## config.mk

```make
export PLATFORM = sky130hd
export DESIGN_NAME = mem_stream_reader
export DESIGN_NICKNAME = d
export VERILOG_FILES = /design/src/rtl/mem_stream_reader.sv
export SDC_FILE = /design/constraint.sdc
export NUM_CORES = 1
export LEC_CHECK = 0
export ABC_AREA = 1
export CORE_UTILIZATION = 40
export CTS_CLUSTER_DIAMETER = 50
export CTS_CLUSTER_SIZE = 10
export DETAILED_ROUTE_END_ITERATION = 10
export DONT_BUFFER_PORTS = 1
export PLACE_DENSITY_LB_ADDON = 0.25
export SLEW_MARGIN = 40
export SYNTH_ARGS = -nofsm -noshare
export SYNTH_HDL_FRONTEND = slang
export SYNTH_SLANG_ARGS = --single-unit
```

## constraint.sdc

```tcl
create_clock -name clk -period 4.2 [get_ports clk]
set_clock_uncertainty 0.15 [all_clocks]
set_input_delay 0.84 -clock clk [delete_from_list [all_inputs] [get_ports clk]]
set_output_delay 0.84 -clock clk [all_outputs]
set_load 0.005 [all_outputs]
```

## src/rtl/mem_stream_reader.sv

```systemverilog
// Read-side sequencer for the synchronous-read data memory: walks a contiguous
// address range and presents the words as a valid/ready byte stream with last marking.
module mem_stream_reader #(
  parameter int ADDR_W   = 14,
  parameter int DATA_W   = 8,
  parameter int MAX_ADDR = 2499
) (
  input  logic              clk,
  input  logic              rst,
  input  logic              start,
  input  logic [ADDR_W-1:0] base_addr,
  input  logic [ADDR_W-1:0] length,
  output logic              busy,
  output logic              done,
  output logic              err,
  output logic [ADDR_W-1:0] mem_read_select,
  input  logic [DATA_W-1:0] mem_read_data,
  output logic [DATA_W-1:0] out_data,
  output logic              out_valid,
  output logic              out_last,
  input  logic              out_ready
);

  typedef enum logic [1:0] {IDLE, RUN, DRAIN, FIN} state_t;

  state_t                   state, state_nx;
  logic [ADDR_W-1:0]        base_q, len_q, issued, popped;
  logic                     skip_q, err_q;
  logic                     inflight;  // address presented this cycle, data due next cycle
  logic                     rd_pend;   // mem_read_data holds a word not yet captured
  logic [1:0][DATA_W-1:0]   fifo;
  logic                     head;
  logic [1:0]               cnt;

  logic [ADDR_W:0]          end_addr;
  logic                     zero_len, range_bad, start_ok;
  logic                     pop, issue, capture;
  logic [2:0]               occ_nx;

  assign end_addr  = {1'b0, base_addr} + {1'b0, length} - (ADDR_W+1)'(1);
  assign zero_len  = (length == '0);
  assign range_bad = (end_addr > (ADDR_W+1)'(MAX_ADDR));
  assign start_ok  = (state == IDLE) && start;

  assign out_valid = (cnt != 2'd0);
  assign pop       = out_valid && out_ready;
  assign occ_nx    = {1'b0, cnt} + {2'b0, inflight} - {2'b0, pop};
  assign issue     = (state == RUN) && !skip_q && (issued != len_q) && (occ_nx < 3'd2);

  // A pending word whose capture is blocked by a full buffer stays readable on
  // mem_read_data: the issue rule guarantees the address is not advanced meanwhile.
  assign capture   = rd_pend && ((cnt != 2'd2) || pop);

  assign out_data  = out_valid ? fifo[head] : '0;
  assign out_last  = out_valid && (popped == len_q - ADDR_W'(1));

  assign busy      = (state == RUN) || (state == DRAIN);
  assign done      = (state == FIN);
  assign err       = (state == FIN) && err_q;

  always_ff @(posedge clk) begin
    if (rst) state <= IDLE;
    else     state <= state_nx;
  end

  always_comb begin
    state_nx = state;
    case (state)
      IDLE:  if (start) state_nx = RUN;
      RUN: begin
        if (skip_q)               state_nx = FIN;
        else if (issued == len_q) state_nx = DRAIN;
      end
      DRAIN: if (!inflight && !rd_pend && ((cnt == 2'd0) || ((cnt == 2'd1) && pop)))
               state_nx = FIN;
      FIN:   state_nx = IDLE;
      default: state_nx = IDLE;
    endcase
  end

  always_ff @(posedge clk) begin
    if (rst) begin
      base_q          <= '0;
      len_q           <= '0;
      issued          <= '0;
      popped          <= '0;
      skip_q          <= 1'b0;
      err_q           <= 1'b0;
      inflight        <= 1'b0;
      rd_pend         <= 1'b0;
      mem_read_select <= '0;
      fifo            <= '0;
      head            <= 1'b0;
      cnt             <= 2'd0;
    end else begin
      if (start_ok) begin
        base_q <= base_addr;
        len_q  <= length;
        popped <= '0;
        skip_q <= zero_len || range_bad;
        err_q  <= !zero_len && range_bad;
        // The first read goes out with the accepted start so data lands in cycle 2.
        if (!zero_len && !range_bad) begin
          mem_read_select <= base_addr;
          inflight        <= 1'b1;
          issued          <= ADDR_W'(1);
        end else begin
          inflight <= 1'b0;
          issued   <= '0;
        end
      end else begin
        inflight <= issue;
        if (issue) begin
          mem_read_select <= base_q + issued;
          issued          <= issued + ADDR_W'(1);
        end
      end

      rd_pend <= inflight || (rd_pend && !capture);
      if (capture) fifo[head ^ cnt[0]] <= mem_read_data;
      if (pop) begin
        head   <= ~head;
        popped <= popped + ADDR_W'(1);
      end
      cnt <= cnt + {1'b0, capture} - {1'b0, pop};
    end
  end

endmodule

```

======== Word level (Yosys, flattened, before mapping) ========
Cells that the tools add are included.
word-level totals
  register bits ........................... 95
  bits in latches ......................... 0
  memory bits (writable) .................. 0
  ROM bits ................................ 0
  output and inout port bits .............. 27
  logic and storage cells ................. 98
  memories kept ........................... 0
cells by class
  $add $sub $neg .......................... 10
  multiply operators ...................... 0
  divide/modulo/power cells ............... 0
  order comparisons ....................... 5
  equal/unequal tests ..................... 12
  shift operators ......................... 0
  muxes and demuxes ....................... 21
  bitwise gates (word level) .............. 2
  reduce and logical (&&, ||, !) cells .... 34
operator list
  cell                                                   count
  2-to-1 mux 14 bit                                      7
  2-to-1 mux 8 bit                                       4
  adder 14 x 1 -> 14 bit (second input constant)         2
  equality test 14 bit                                   2
  bitwise mux 16 bit                                     1
  adder 14 x 14 -> 15 bit                                1
  > comparator 15 x 12 -> 1 bit (second input constant)  1
  logical AND 1 bit                                      15
  subtractor 15 x 1 -> 15 bit (second input constant)    1
  adder 14 bit                                           1
  zero test 14 bit                                       1
  != test 14 bit                                         1
  subtractor 14 x 1 -> 14 bit (second input constant)    1
  demux 8 bit (select 1 bit)                             1
  2-to-1 mux 2 bit                                       4
  case mux 2 bit (4 select lines)                        1
  zero test 1 bit                                        6
  nonzero test 2 bit                                     3
  logical OR 1 bit                                       5
  equality test 2 x 1 -> 1 bit (second input constant)   2
  equality test 2 bit (second input constant)            2
  zero test 2 bit                                        2
  < comparator 1 x 2 -> 1 bit (second input constant)    2
  != test 2 x 1 -> 1 bit (second input constant)         2
  13 further kinds                                       16

======== Depth between registers and ports, before layout ========
Gate-level depths: netlist of the first run.
  depth after elaboration ................. 7
  gate-level depth with buffers ........... 21
  mapped depth without buffers ............ 20

======== Worst setup path after synthesis of the first run ========
Ideal clock, no wire load.
  kind .................................... input-to-reg
  start point ............................. input out_ready
  end point ............................... register mem_read_select[1]
  arrival ................................. 3.328 ns
  required time ........................... 3.937 ns
  setup slack ............................. 0.610 ns
  stages on the path ...................... 14
  path through ............................ inv_1 > nor2_1 > clkbuf_1 > ha_1 > or2_2 > fa_1 > o21ai_0 > a21oi_1 > nand4_2 > nand2_4 > buf_6 > nand2_1 > nand2_1 > nor2_1
between the ends
  longest elaborated chain between the ends .. 6
ends and longest elaborated chain
  item                           RTL line  source
  start, declared                21        input logic out_ready
  logical AND 1 bit              46        assign pop = out_valid && out_ready;
  named net pop                  37        logic pop, issue, capture;
  subtractor 3 x 1 -> 3 bit      47        assign occ_nx = {1'b0, cnt} + {2'b0, inflight} - {2'b0, pop};
  < comparator 3 x 2 -> 1 bit    48        assign issue = (state == RUN) && !skip_q && (issued != len_q) && (occ_nx < 3'd2);
  logical AND 1 bit              48
  nonzero test 2 bit (no line)   --
  AND reduction 2 bit (no line)  --
  end signal, assigned           104       mem_read_select <= base_addr;
  end signal, assigned           114       mem_read_select <= base_q + issued;
  end, declared                  16        output logic [ADDR_W-1:0] mem_read_select,
The timed path passes the listed nets, and every way through them passes these cells.
A chain may end at the register's enable or synchronous reset.

======== Final worst setup path of the first run ========
  start point ............................. register cnt[1]
  end point ............................... register issued[13]
between the ends
  longest elaborated chain between the ends .. 6
  elaborated cells on any way between the ends .. 7
  classes of those cells .................. add/sub (2); order compare (1); reduce/logical (4)
ends and longest elaborated chain
  item                                                                          RTL line  source
  start, declared                                                               33        logic [1:0] cnt;
  start signal, assigned                                                        125       cnt <= cnt + {1'b0, capture} - {1'b0, pop};
  parallel branches: the longest is 2 deep, another holds adder 2 x 1 -> 3 bit  --
  subtractor 3 x 1 -> 3 bit (*)                                                 47
  < comparator 3 x 2 -> 1 bit (*)                                               48
  logical AND 1 bit (*)                                                         48
  nonzero test 2 bit (no line) (*)                                              --
  end signal, assigned                                                          115       issued <= issued + ADDR_W'(1);
  end, declared                                                                 27        logic [ADDR_W-1:0] base_q, len_q, issued, popped;
Mark *: on every way between the ends.

==> results.md, run 1 <==
- Status: complete, no violations
- Crit Path Max Fanout: 10
- Largest net degree at the start of global routing: 48
- Routed WL: 16,780 µm
- Int Pwr: slightly below 2 mW
- Nature of the critical path endpoint: register
- Maxcap violations: 0
- Data required, critical path: 4300 ps
- Fin nets: about 1,100
- Arr. time, crit path: roughly 3400 ps
- Cts hold-fix bufs: 0
- Synth unique cells: 42
- FMAX: 300.4 MHz
- Sequential power share: 35.2%
- Slew Limit Fails: 0
- H-tree depth: 3
- Worst rel slew slack: 55.57%
- Sw Pwr: 1.490 mW
- Core Util, Final: 44.48%
- FF+latch count, synth: 95
- Peak supply drop: about 370 µV
- Worst-Margin Slew: 665.6 ps
- Total power: 3.471 mW
- Yosys warnings: 0
- Crit share post-route: 79.25%
- Setup_tns: 0 ps
- Vias in the first global route: 5,570
- Initial DRC count: 394
- Avg Cell Area, Syn: 6.578 µm²
- EDFF count, synth: 0
- RSZ-0062 raised after global routing: no
- R2r startpoint: cnt[1]
- Total congestion overflow: 0
- CTS tree: built
- Design Area, Final: about 0.0071 mm²
- Worst Hold Class: reg2reg
- Width of the die: 130.6 µm
- Initial Util: 41.36%
- WS Path Type: reg2reg
- Port Buffer Count: 0
- Switching Share: roughly 43%
- Seq/Total Area, Yosys: 28.74%
- Min-delay src: fifo[0]
- Die H: ~130 µm
- WL per Instance: ~14 µm
- Core area: 0.01600 mm²
- Global-route wire length before repair: 27,780 µm
- Synth Instances: 1,006
- Critical Path Start: cnt[1]
- # DRC: 0
- Reg clk slew, reported paths: 80 ps
- Asr flop ratio synth: 0%
- # diodes: 0
- Die area: 0.01706 mm²
- Tmin final: 3328 ps
- Pwr Density: between 400 and 500 mW/mm²
- Startpoint class of the critical path: register
- Layout cells sized above 1: 4.187%
- Cts repair resizes: 0
- Antenna viol nets, final: 0
- Placed Instance Area: 0.006817 mm²
- GPL Wtd Cong: between 0.8 and 0.9
- Clk_lat worst skew: 360 ps
- Bufs on Longest Clock Path: 2
- Via density: 4.966
- Post-Syn Nets: 1,100
- Std cell rows: 46
- Post-CTS Setup Bufs: 0
- Final setup vio count: 0
- Top_reg_cell synth: dfxtp_1
- Combinational Power Share: 41.0%
- TritonCTS Sinks: 95
- Post-DP HPWL: 12,990 µm
- Clock Power Share: a little under a quarter
- Leakage power total: 3.195 nW
- Final hold slack: 290.8 ps
- Fin. Hold Viols: 0
- CTS buffer count: 9
- DR vias: 6,054
- Drt pass-1 iters: 5
- Synthesized area: 0.006618 mm²
- Area growth syn-to-layout: 7.544%
- CTS root buffer: clkbuf_16
- Io pins: 67
- Antenna violations before repair: 0
- GRT Total Usage: 20.96%
-- Yosys cell counts (17+ instances only) --
master / number / area share, %
a21oi_1: 104 / 7.9
clkbuf_1: 17 / 0.96
dfxtp_1: 95 / 29
ha_1: 51 / 9.6
inv_1: 171 / 9.7
nand2_1: 215 / 12
nand3_1: 47 / 3.6
nand4_1: 18 / 1.7
nor2_1: 88 / 5.0
nor3_1: 17 / 1.3
o21ai_0: 68 / 5.1
xor2_1: 28 / 3.7
-- stage by stage --
stage | setup slack (ps) | cells
global route | 606.9 | 1219
global placement | 717.9 | 1203
detailed placement | 693.6 | 1203
CTS | 857.3 | 1219
floorplan | 609.7 | 1006
finish | 871.6 | 1219
-- area by class of cell --
class / count / area, µm²
clock buffers: 9 / 225.2
clock inverters: 7 / 75.07
fillers: 1716 / 8884
inverters: 171 / 641.9
multi-input cells: 715 / 3958
flip-flops and latches: 95 / 1902
well taps: 216 / 270.3
repair buffers: 6 / 45.04
-- sequential cells by signal, indices dropped and copies added, names as in the netlist --
register         flops
len_q               14
err_q                1
popped              14
cnt                  2
state                2
inflight             1
skip_q               1
base_q              14
rd_pend              1
fifo                16
mem_read_select     14
issued              14
head                 1
-- power groups by stage --
stage	logic, mW	registers (mW)	clock network [mW]
2_1_floorplan	1.14	1.19	0
3_3_place_gp	1.40	1.24	0
3_5_place_dp	1.42	1.24	0
4_1_cts	1.42	1.22	0.844
5_1_grt	1.64	1.25	0.886
6_report	1.42	1.22	0.829
-- kinds of logic (layout without fill, tap and decap cells) --
group,Yosys count,in the layout,synth area share [%]
simple gates,416,416,27.19
compound gates,204,204,16.64
buf+inv,196,193,11.46
flops,95,95,28.74
fa+ha+maj,54,54,10.55
xor+xnor,41,41,5.426
-- worst max-delay path: stages, from the launching register on --
cell,delay [ps]
dfxtp_1,400
nor2_1,330
nor2_1,110
ha_1,280
or2_2,300
fa_1,470
o21ai_0,70
a21oi_1,340
nand3_1,220
nand2_2,220
inv_1,170
nand2_1,100
a21oi_1,60
-- final timing paths --
check / slack [ps] / depth (start not counted) / endpoint
worst max-delay path: 870 / 12 / issued[13]
worst min-delay path: 290 / 2 / fifo[0]
worst max register to register: 870 / 12 / issued[13]
worst min register to register: 290 / 2 / fifo[0]
-- layout by cell type, fill, tap and decap left out, types with 3 or more instances in the layout --
cell type	n
dfxtp_1	95
a211oi_1	7
a21oi_1	104
a21o_1	4
nor3_1	17
nand2_2	4
inv_8	3
buf_4	6
nand3_1	47
clkbuf_16	9
xor2_1	28
fa_1	3
ha_1	51
o21ai_0	68
nand2_1	215
nand4_1	18
a31oi_1	3
xnor2_1	13
inv_1	170
or2_2	8
nand3b_1	6
o211ai_1	4
nor4_1	5
nor2_1	88
-- layer usage --
layer / share of wire (%) / vias up / GRT usage (%)
met3: 5.2 / 17 / 4.194
met5: 0 / - / 0
li1: - / 3239 / -
met2: 45 / 103 / 32.74
met4: 1.3 / 0 / 6.085
met1: 49 / 2695 / 29.09
Note: power is estimated with default switching activity, not from simulation.
==> run 2, diff against run 1 <==
==> constraint.sdc (replaced) <==
create_clock -name clk -period 3.2 [get_ports clk]
set_clock_uncertainty 0.15 [all_clocks]
set_input_delay 0.64 -clock clk [delete_from_list [all_inputs] [get_ports clk]]
set_output_delay 0.64 -clock clk [all_outputs]
set_load 0.005 [all_outputs]
==> run 2 against run 1 <==
First-iteration DRC count is 10% lower. Final area is 1.6% higher. Clock power is 36% higher. Register-to-register slack worse by 610 ps. Sequential share of layout area is 0.43 points lower. Critical path depth is 1 lower. Largest cell class unchanged.
==> results.md, run 2 (same netlist as run 1, synthesis figures left out) <==
- Status: complete, no violations
- Largest Register: fifo
- Antenna viol nets, final: 0
- Die area: between 0.015 and 0.02 mm²
- Pwr Density: 651.1 mW/mm²
- Antenna violations before repair: 0
- Most common cell after layout, fill and taps aside: nand2_1
- Largest net degree at the start of global routing: 48
- Tmin final: about 3000 ps
- # fillers: 1,735
- Maxcap violations: 0
- # diodes: 0
- Std cell rows: between 40 and 50
- Initial DRC count: 354
- Crit Path Max Fanout: 4
- FMAX: 338.4 MHz
- CP peak stage delay: 340 ps
- Bufs on Longest Clock Path: 2
- Final setup vio count: 0
- Nature of the critical path endpoint: output pin
- Reg clk slew, reported paths: 70 ps
- Via density: 4.922
- Clk_lat worst skew: 360 ps
- Global-route wire length before repair: ~28,000 µm
- Worst Hold Class: in2reg
- Die H: ~130 µm
- Crit share post-route: 92.33%
- Most frequent cells in the layout: nand2_1, inv_1, a21oi_1
- WS Path Type: reg2out
- Fin. Hold Viols: 0
- H-tree depth: 3
- Arr. time, crit path: about 2200 ps
- GPL Wtd Cong: roughly 0.89
- Cts hold-fix bufs: 0
- Startpoint class of the critical path: register
- Critical path's slowest cell: dfxtp_1
- Initial Util: 41.36%
- Area growth syn-to-layout: 9.283%
- Slew Limit Fails: 0
- Io pins: 67
- Most common cell on crit path: nand2_1
- CTS root buffer: clkbuf_16
- Data required, critical path: 2410 ps
- # DRC: 0
- Worst-Margin Slew: approximately 530 ps
- Routed WL: approximately 17,000 µm
- Core area: between 0.015 and 0.02 mm²
- Setup_tns: 0 ps
- Width of the die: 130.6 µm
- TritonCTS Sinks: 95
- GRT Total Usage: 21.26%
- Leakage power total: ~3.3 nW
- Worst rel slew slack: between 60 and 70%
- Drt pass-1 iters: 5
- CTS tree: built
- Port Buffer Count: 0
- Layout cells sized above 1: 5.819%
- WL per Instance: 13.79 µm
- CTS buffer count: 9
- RSZ-0062 raised after global routing: no
- Vias in the first global route: 5,620
- Total power: ~4.7 mW
- DR vias: slightly above 6,000
- Peak supply drop: between 400 and 500 µV
- Worst-path cell chain: inv_2 -> ha_2 -> nand3_1 -> nor2_2 -> nand2_1 -> nor3_4 -> xor2_1 -> o21ai_0 -> nor2_1 -> nand2_1 -> nor3_2
- Max reg flops: 16
- Fin nets: 1,103
- Total congestion overflow: 0
- Post-DP HPWL: between 10,000 and 15,000 µm
## run 2: changes by cell type in the layout (fill, tap and decap cells not counted), sizes merged
| cell | delta |
|---|---|
| buf | +11 |
| bufinv | +1 |
| clkbuf | +1 |
| clkinv | -2 |
| clkinvlp | -1 |
| inv | +1 |
## run 2: worst paths after layout
path,cells after the start,to,startpoint,slack [ps]
worst min register to register,2,fifo[10],fifo[10],290
worst min-delay path,1,issued[10],rst,190
worst max register to register,12,issued[7],cnt[0],260
worst max-delay path,11,out_last,len_q[0],250
## run 2: power by group
part	switching (mW)	total [mW]	internal [mW]
logic	1.27	1.99	0.722
registers	0.195	1.59	1.40
clock network	0.508	1.13	0.620
total	1.97	4.71	2.74
## run 2: repair_timing
item / in CTS / in global routing
gates resized for setup: 0 / 8
buffers inserted: 0 / 0
endpoints found under the setup margin: 0 / 1
## run 2: metrics by stage
| stage | utilization, % | area, µm² | cells | hold slack [ps] | worst slack [ps] |
|---|---|---|---|---|---|
| 5_1_grt | 45.20 | 7232 | 1230 | 179.1 | 5.857 |
| 3_3_place_gp | 43.13 | 6902 | 1214 | 276.7 | 114.2 |
| 6_report | 45.20 | 7232 | 1230 | 194.9 | 245.3 |
| 2_1_floorplan | - | 6624 | 1006 | 270.0 | 13.22 |
| 4_1_cts | 45.02 | 7203 | 1230 | 191.5 | 42.12 |
| 3_5_place_dp | 43.13 | 6902 | 1214 | 281.5 | 72.36 |
## run 2: area by class of cell
cell class | instances | area (µm²) | share of cell area, %
clock buffers | 10 | 229.0 | 3.166
flip-flops and latches | 95 | 1902 | 26.30
repair buffers | 17 | 127.6 | 1.765
multi-input cells | 715 | 3989 | 55.16
clock inverters | 6 | 72.57 | 1.003
well taps | 216 | 270.3 | 3.737
inverters | 171 | 641.9 | 8.875
## run 2: worst max-delay path, delay by kind of cell, from the launching register on
kind	cells	cell delay, ps
fa+ha+maj	1	190
buf+inv	1	100
xor+xnor	1	150
compound gates	1	90
simple gates	7	930
flops	1	340
## run 2: routing by layer
layer  wire (µm)  vias up  GRT usage, %
li1            -     3257             -
met1        8257     2672         29.49
met2        7474      111         32.99
met3        1038       14         4.805
met4         193        0         5.815
met5           0        -             0
